===== src/rtl/fwd_pipe_ctrl.sv =====
// rtl/fwd_pipe_ctrl.sv - EX/MEM and MEM/WB pipeline registers with operand forwarding and load-use detection
// Optional FWD_STATS_EN adds a saturating forwarding-event counter on fwd_count_o.
module fwd_pipe_ctrl #(
  parameter int DW = 32,
  parameter int AW = 5
) (
  input  logic          clk_i,
  input  logic          rst_i,
  input  logic          hold_i,
  input  logic          flush_i,
  input  logic [AW-1:0] id_ex_rs_i,
  input  logic [AW-1:0] id_ex_rt_i,
  input  logic [AW-1:0] ex_rd_i,
  input  logic          ex_regwrite_i,
  input  logic          ex_memtoreg_i,
  input  logic [DW-1:0] ex_result_i,
  input  logic [DW-1:0] mem_rdata_i,
  output logic [1:0]    fwd_a_o,
  output logic [1:0]    fwd_b_o,
  output logic [DW-1:0] exmem_result_o,
  output logic [DW-1:0] wb_data_o,
  output logic [AW-1:0] wb_rd_o,
  output logic          wb_regwrite_o,
  output logic          load_hazard_o
`ifdef FWD_STATS_EN
  ,
  output logic [15:0]   fwd_count_o
`endif
);

  logic [AW-1:0] exmem_rd;
  logic          exmem_regwrite;
  logic          exmem_memtoreg;
  logic [DW-1:0] exmem_result;
  logic [AW-1:0] memwb_rd;
  logic          memwb_regwrite;
  logic [DW-1:0] memwb_data;

  // A flush turns the EX/MEM entry into a bubble; hold freezes both stages and drops the flush.
  always_ff @(posedge clk_i or posedge rst_i) begin
    if (rst_i) begin
      exmem_rd       <= '0;
      exmem_regwrite <= 1'b0;
      exmem_memtoreg <= 1'b0;
      exmem_result   <= '0;
      memwb_rd       <= '0;
      memwb_regwrite <= 1'b0;
      memwb_data     <= '0;
    end else if (!hold_i) begin
      exmem_rd       <= flush_i ? '0 : ex_rd_i;
      exmem_regwrite <= flush_i ? 1'b0 : ex_regwrite_i;
      exmem_memtoreg <= flush_i ? 1'b0 : ex_memtoreg_i;
      exmem_result   <= flush_i ? '0 : ex_result_i;
      memwb_rd       <= exmem_rd;
      memwb_regwrite <= exmem_regwrite;
      memwb_data     <= exmem_memtoreg ? mem_rdata_i : exmem_result;
    end
  end

  logic exmem_live;
  logic memwb_live;
  logic exmem_alu;

  assign exmem_live = exmem_regwrite && (exmem_rd != '0);
  assign memwb_live = memwb_regwrite && (memwb_rd != '0);
  assign exmem_alu  = exmem_live && !exmem_memtoreg;

  // A load in EX/MEM has no data yet, so its match falls through to the older stage.
  always_comb begin
    fwd_a_o = 2'b00;
    fwd_b_o = 2'b00;
    if (exmem_alu && (exmem_rd == id_ex_rs_i))
      fwd_a_o = 2'b01;
    else if (memwb_live && (memwb_rd == id_ex_rs_i))
      fwd_a_o = 2'b10;
    if (exmem_alu && (exmem_rd == id_ex_rt_i))
      fwd_b_o = 2'b01;
    else if (memwb_live && (memwb_rd == id_ex_rt_i))
      fwd_b_o = 2'b10;
  end

  assign load_hazard_o  = exmem_live && exmem_memtoreg &&
                          ((exmem_rd == id_ex_rs_i) || (exmem_rd == id_ex_rt_i));
  assign exmem_result_o = exmem_result;
  assign wb_data_o      = memwb_data;
  assign wb_rd_o        = memwb_rd;
  assign wb_regwrite_o  = memwb_regwrite;

`ifdef FWD_STATS_EN
  always_ff @(posedge clk_i or posedge rst_i) begin
    if (rst_i)
      fwd_count_o <= '0;
    else if (!hold_i && ((fwd_a_o != 2'b00) || (fwd_b_o != 2'b00)) && (fwd_count_o != 16'hFFFF))
      fwd_count_o <= fwd_count_o + 16'd1;
  end
`endif

endmodule


===== config.mk =====
export PLATFORM = sky130hd
export DESIGN_NAME = fwd_pipe_ctrl
export DESIGN_NICKNAME = d
export VERILOG_FILES = /design/src/rtl/fwd_pipe_ctrl.sv
export SDC_FILE = /design/constraint.sdc
export NUM_CORES = 1
export LEC_CHECK = 0
export ABC_CLOCK_PERIOD_IN_PS = 2700
export BUFFER_PORTS_ARGS = -buffer_cell sky130_fd_sc_hd__buf_2
export CAP_MARGIN = 20
export CORE_UTILIZATION = 26
export DETAILED_ROUTE_END_ITERATION = 7
export PLACE_DENSITY_LB_ADDON = 0.12
export SLEW_MARGIN = 25
export SYNTH_ARGS = -nofsm -noshare
export SYNTH_HDL_FRONTEND = slang
export SYNTH_SLANG_ARGS = --single-unit

===== constraint.sdc =====
create_clock -name clk_i -period 2.7 [get_ports clk_i]
set_input_delay 0.135 -clock clk_i [delete_from_list [all_inputs] [get_ports clk_i]]
set_output_delay 0.135 -clock clk_i [all_outputs]
set_load 0.01 [all_outputs]

* After elaboration in Yosys (flattened, before gate mapping)
Index checks and enable logic that the tools add are counted.
** Storage, ports and cells
- Output and inout port bits :: 75
- Logic and storage cells :: 33
- Flip-flop bits (word level) :: 77
- Input bits :: 85
** Cells by class
- Eq/ne operators :: 4
- Mux-type cells :: 9
- Reductions and logical operators :: 13
** Operators with widths (count)
- $mux 32 :: 2
- $eq 5x5->1 :: 4
- $reduce_bool 5->1 :: 2
- $logic_and 1x1->1 :: 9
- $mux 2 :: 4
- $mux 5 :: 1
- $mux 1 :: 2
- $logic_not 1->1 :: 1
- $logic_or 1x1->1 :: 1

* Depth between registers and ports, before layout
- Depth in word-level cells :: 5
- Gate-level depth with buffers :: 5
- Depth with buffers taken out :: 4

* Worst setup path before layout
Ideal clock, no wire load.
- Kind :: register to output
- Start point :: register exmem_rd[1]
- End point :: output fwd_a_o[1]
- Arrival :: 1575 ps
- Stages on the path, launching flop included :: 5
- Setup slack :: 990 ps
- Data required time :: 2565 ps
- Buffers on the path :: 0
- Path through :: dfrtp_1 > or4_4 > o21ai_4 > nor4_2 > nor4_2
** On the way
- Longest elaborated chain between the ends :: 5
- Elaborated cells on any way between the ends :: 6
- Classes of those cells :: eq/ne (1); mux (1); reduce/logical (4)
** Ends and longest elaborated chain
- start: declaration :: RTL line 31 : logic [AW-1:0] exmem_rd;
- start signal: assignment :: RTL line 50 : exmem_rd <= flush_i ? '0 : ex_rd_i;
- $reduce_bool 5->1 :: RTL line 64 : assign exmem_live = exmem_regwrite && (exmem_rd != '0);
- $logic_and 1x1->1 :: RTL line 64
- $logic_and 1x1->1 :: RTL line 66 : assign exmem_alu = exmem_live && !exmem_memtoreg;
- $logic_and 1x1->1 * :: RTL line 72 : if (exmem_alu && (exmem_rd == id_ex_rs_i))
- $mux 2 * :: RTL line 72
- end: declaration :: RTL line 18 : output logic [1:0] fwd_a_o,
Mark *: on every way between the ends. The rest lies on a longest branch, timed or not.

* Worst setup path in the final report
- Start point :: register exmem_rd[1]
- End point :: output fwd_b_o[1]
** On the way
- Longest elaborated chain between the ends :: 5
- Elaborated cells on any way between the ends :: 6
- Classes of those cells :: eq/ne (1); mux (1); reduce/logical (4)
** Ends and longest elaborated chain
- $reduce_bool 5->1 :: RTL line 64
- $logic_and 1x1->1 :: RTL line 64
- $logic_and 1x1->1 :: RTL line 66
- $logic_and 1x1->1 * :: RTL line 76 : if (exmem_alu && (exmem_rd == id_ex_rt_i))
- $mux 2 * :: RTL line 76
- end: declaration :: RTL line 19 : output logic [1:0] fwd_b_o,
Marked as above.

==> impl_results.rst <==
.. list-table::
   :header-rows: 1

   * - Metric
     - Value
   * - Outcome
     - finished, violations left
   * - Failing checks
     - DRC
   * - Syn nets
     - between 300 and 400
   * - Clock tree root buffer cell
     - sky130_fd_sc_hd__clkbuf_16
   * - Detail Placement HPWL
     - between 6000 and 7000 um
   * - Number of flops mapped to enable cells by yosys
     - 0
   * - Area of the core
     - approximately 0.013 mm2
   * - PnR Total Power
     - 3.19 mW
   * - Total GRT Usage
     - between 10% and 20%
   * - Flop2flop setup slack
     - 1.11 ns
   * - Detailed-route via count
     - between 2000 and 3000
   * - X dimension of the die
     - between 100 and 150 um
   * - Via density per instance
     - between 4 and 5
   * - DR WL/cell
     - 14.4 um
   * - Max Cap Viol
     - 0
   * - Sequential share of the synthesized area
     - around 57%
   * - TritonCTS clock tree
     - done
   * - Max-slew headroom at the worst pin
     - around 52%
   * - Arrival time of data at the critical path endpoint
     - 1.99 ns
   * - Proportion of synthesized flip-flops having asynchronous set or reset
     - 100%
   * - H-tree lvl count
     - 3
   * - Buffers inserted by post-CTS timing repair
     - 0
   * - Most area-consuming cells after synthesis
     - sky130_fd_sc_hd__dfrtp_1 57%, sky130_fd_sc_hd__a22o_1 9.6%, sky130_fd_sc_hd__mux2i_1 9.5%
   * - Fin. max-slew vios
     - 0
   * - Top FF cell, synth
     - sky130_fd_sc_hd__dfrtp_1
   * - Static leakage
     - roughly 2.4 nW
   * - Violation count after the first detailed-routing iteration
     - 111
   * - Count of input and output buffers
     - around 160
   * - Post-Synth XOR/XNOR Area
     - under 10%
   * - Share of power burned in the clock network
     - between 40% and 50%
   * - Simple-gate area share of the yosys netlist
     - 7.33%
   * - WL met3
     - 630 um
   * - Switching power of the nets
     - between 0.8 and 0.9 mW
   * - Worst Path Class, Setup
     - reg2out
   * - Unique masters post-synth
     - 26
   * - Combinational share of power
     - roughly 16%
   * - Maximum buffer depth of the clock tree
     - 2
   * - Largest net degree at the start of global routing
     - 58
   * - Area growth, synth to finish
     - 39.1%
   * - Routed length on met2
     - 3780 um
   * - Crit-path max FO
     - 5
   * - Main combinational cell family by area after synthesis
     - compound AO/OA/AOI/OAI gates
   * - Core utilization of the finished layout
     - approximately 37%
   * - Number of gates given a new drive strength after cts
     - 0
   * - I/O pins
     - 160
   * - Cell internal power dissipation
     - around 2.4 mW
   * - Combined area of all synthesized cells
     - roughly 0.0034 mm2
   * - Highest metal layer with signal wires
     - met4
   * - Antenna Nets Post-Route
     - 0
   * - Number of cells in the finished layout apart from fillers
     - 611
   * - CTS Buf Count
     - 9
   * - Min Clock Period, post-route
     - between 2 and 2.5 ns
   * - Mapped Cells
     - approximately 280
   * - Antenna violations before repair
     - 0
   * - Aggregate routed wire length
     - between 8000 and 9000 um
   * - Global placement routability congestion
     - 0.763
   * - Setup violators final
     - 0
   * - Adder-cell area share of the yosys netlist
     - 0%
   * - Area fraction of the dominant cell type after synthesis
     - about 57%
   * - Layout Skew
     - 0.00687 ns
   * - Worst path setup slack after routing
     - ~0.57 ns
   * - Maximum VDD drop
     - 0.000330 V
   * - DP Worst Slack
     - approximately 0.9 ns
   * - Required @ worst endpoint
     - between 2 and 3 ns
   * - Remaining design rule violation count
     - 4
   * - Type of destination of the critical path
     - primary output
   * - Switching fraction of total power
     - 25.5%
   * - F_max
     - 470 MHz
   * - Die outline area
     - ~0.013 mm2
   * - Register clock-pin slew on the reported worst setup and hold paths
     - about 0.060 ns
   * - Number of sinks on the clock net
     - 77
   * - Mean cell area of the mapped netlist
     - 12.1 um2
   * - Final sum of negative setup slack
     - 0 ns
   * - Placed cells
     - 594
   * - Hold buffer count at CTS
     - 1
   * - Final-stage net count
     - between 500 and 600
   * - Overall overflow remaining after global route
     - 0
   * - Unrepaired setup endpoints after global routing
     - false
   * - Tcrit/Tclk final
     - just under 80%
   * - Seq cells post-synth
     - between 70 and 80
   * - Area fraction in compound gates after synthesis
     - between 10% and 20%
   * - Routed met1 length
     - roughly 4300 um
   * - Synth warn
     - 0
   * - Classification of the worst-slack hold path
     - in2reg
   * - Power per Cell Area
     - between 600 and 700 mW/mm2
   * - Number of hold-slack violations in the final timing report
     - 0
   * - Number of placement rows
     - 41
   * - Sequential share of power
     - between 40 and 50%
   * - Via count of the first global-routing pass
     - 2591
   * - Vert. Die Dim
     - about 120 um
   * - Cell type contributing the most total cell area after synthesis
     - sky130_fd_sc_hd__dfrtp_1
   * - Critical Path Source Type
     - flop
   * - Iteration count of the initial detailed-routing pass
     - 6
   * - Antenna fix cells
     - 0
   * - Effective utilization at floorplan
     - 26.6%
   * - First-pass GRT wire length
     - about 14000 um
   * - Slew at the pin closest to its max-slew limit
     - just over 0.7 ns
   * - Clk Latency, worst-skew pair
     - 0.33 ns
   * - Share of final-layout standard cells stronger than drive strength 1
     - 44.0%
   * - Share of synthesized area spent on multiplexers
     - between 10% and 20%
-- cells by family after synthesis --
group	after synthesis
flip-flops	77
AO/OA/AOI/OAI	75
AND/OR/NAND/NOR	48
multiplexers	38
buffers and inverters	21
XOR/XNOR	20
-- critical path, cell delays in order, from the launching register on --
cell and delay (ns):
sky130_fd_sc_hd__dfrtp_1 0.44, sky130_fd_sc_hd__or4_4 0.58, sky130_fd_sc_hd__o21ai_4 0.16, sky130_fd_sc_hd__nor4_2 0.08, sky130_fd_sc_hd__nor4_2 0.25, sky130_fd_sc_hd__buf_2 0.16
-- power groups by stage --
stage               clock network, mW  logic [mW]  registers [mW]
floorplan                           0       0.240            1.42
global placement                    0       0.517            1.38
detailed placement                  0       0.517            1.39
CTS                              1.36       0.518            1.37
global route                     1.42       0.562            1.38
finish                           1.32       0.504            1.37
-- layout by cell type (no fill, tap or decap), drive strengths merged --
cell type	n
a21oi	1
a22o	38
buf	163
bufinv	2
clkbuf	13
clkinv	1
clkinvlp	1
dfrtp	77
dlygate4sd3	1
mux2	6
mux2i	32
nand2	33
nand2b	1
nand3	2
nor2	1
nor2b	1
nor4	4
o211ai	1
o21ai	35
or3	2
or4	4
xnor2	6
xor2	14
-- layer usage --
metal  global-route usage [%]  up-vias
met1                     18.8     1269
li1                         -     1317
met2                     19.1       98
met5                        0        -
met4                     5.13        0
met3                     4.97       12
-- synth_stat cells (all sizes together), types with 2 or more instances --
master,count
buf,11
nand2,33
nand3,2
or4,4
dfrtp,77
mux2i,32
xor2,14
clkbuf,9
or3,2
o21ai,35
nor4,4
mux2,6
xnor2,6
a22o,38
-- metrics by stage --
stage / cell area, um2 / hold WS [ns]
after floorplan: 3360 / 0.242
after detailed placement: 4340 / 0.271
after CTS: 4680 / 0.00185
final: 4680 / 0.0128
after global routing: 4680 / 0.000827
after global placement: 4340 / 0.268
-- registers in the layout (all words and copies together), names as in the netlist --
signal / count
exmem_memtoreg: 1
exmem_rd: 5
wb_data_o: 32
exmem_result_o: 32
wb_rd_o: 5
exmem_regwrite: 1
wb_regwrite_o: 1
-- cell type report --
| type | instances | area (um2) |
|---|---|---|
| sequential | 77 | 1930 |
| multi-input combinational | 181 | 1350 |
| fill | 1333 | 7940 |
| inverter | 1 | 5.00 |
| tap | 172 | 215 |
| timing repair buffer | 164 | 851 |
| clock inverter | 3 | 67.6 |
| clock buffer | 13 | 260 |
-- final timing paths --
path,from,to,depth (start not counted)
setup reg to reg,exmem_memtoreg,wb_data_o[13],3
setup / recovery,exmem_rd[1],fwd_b_o[1],5
hold / removal,ex_result_i[9],exmem_result_o[9],2
max in group asynchronous,rst_i,exmem_memtoreg,4
hold reg to reg,wb_data_o[18],wb_data_o[18],2
min in group asynchronous,rst_i,exmem_result_o[10],3
Power figures use the tool's default switching activity.
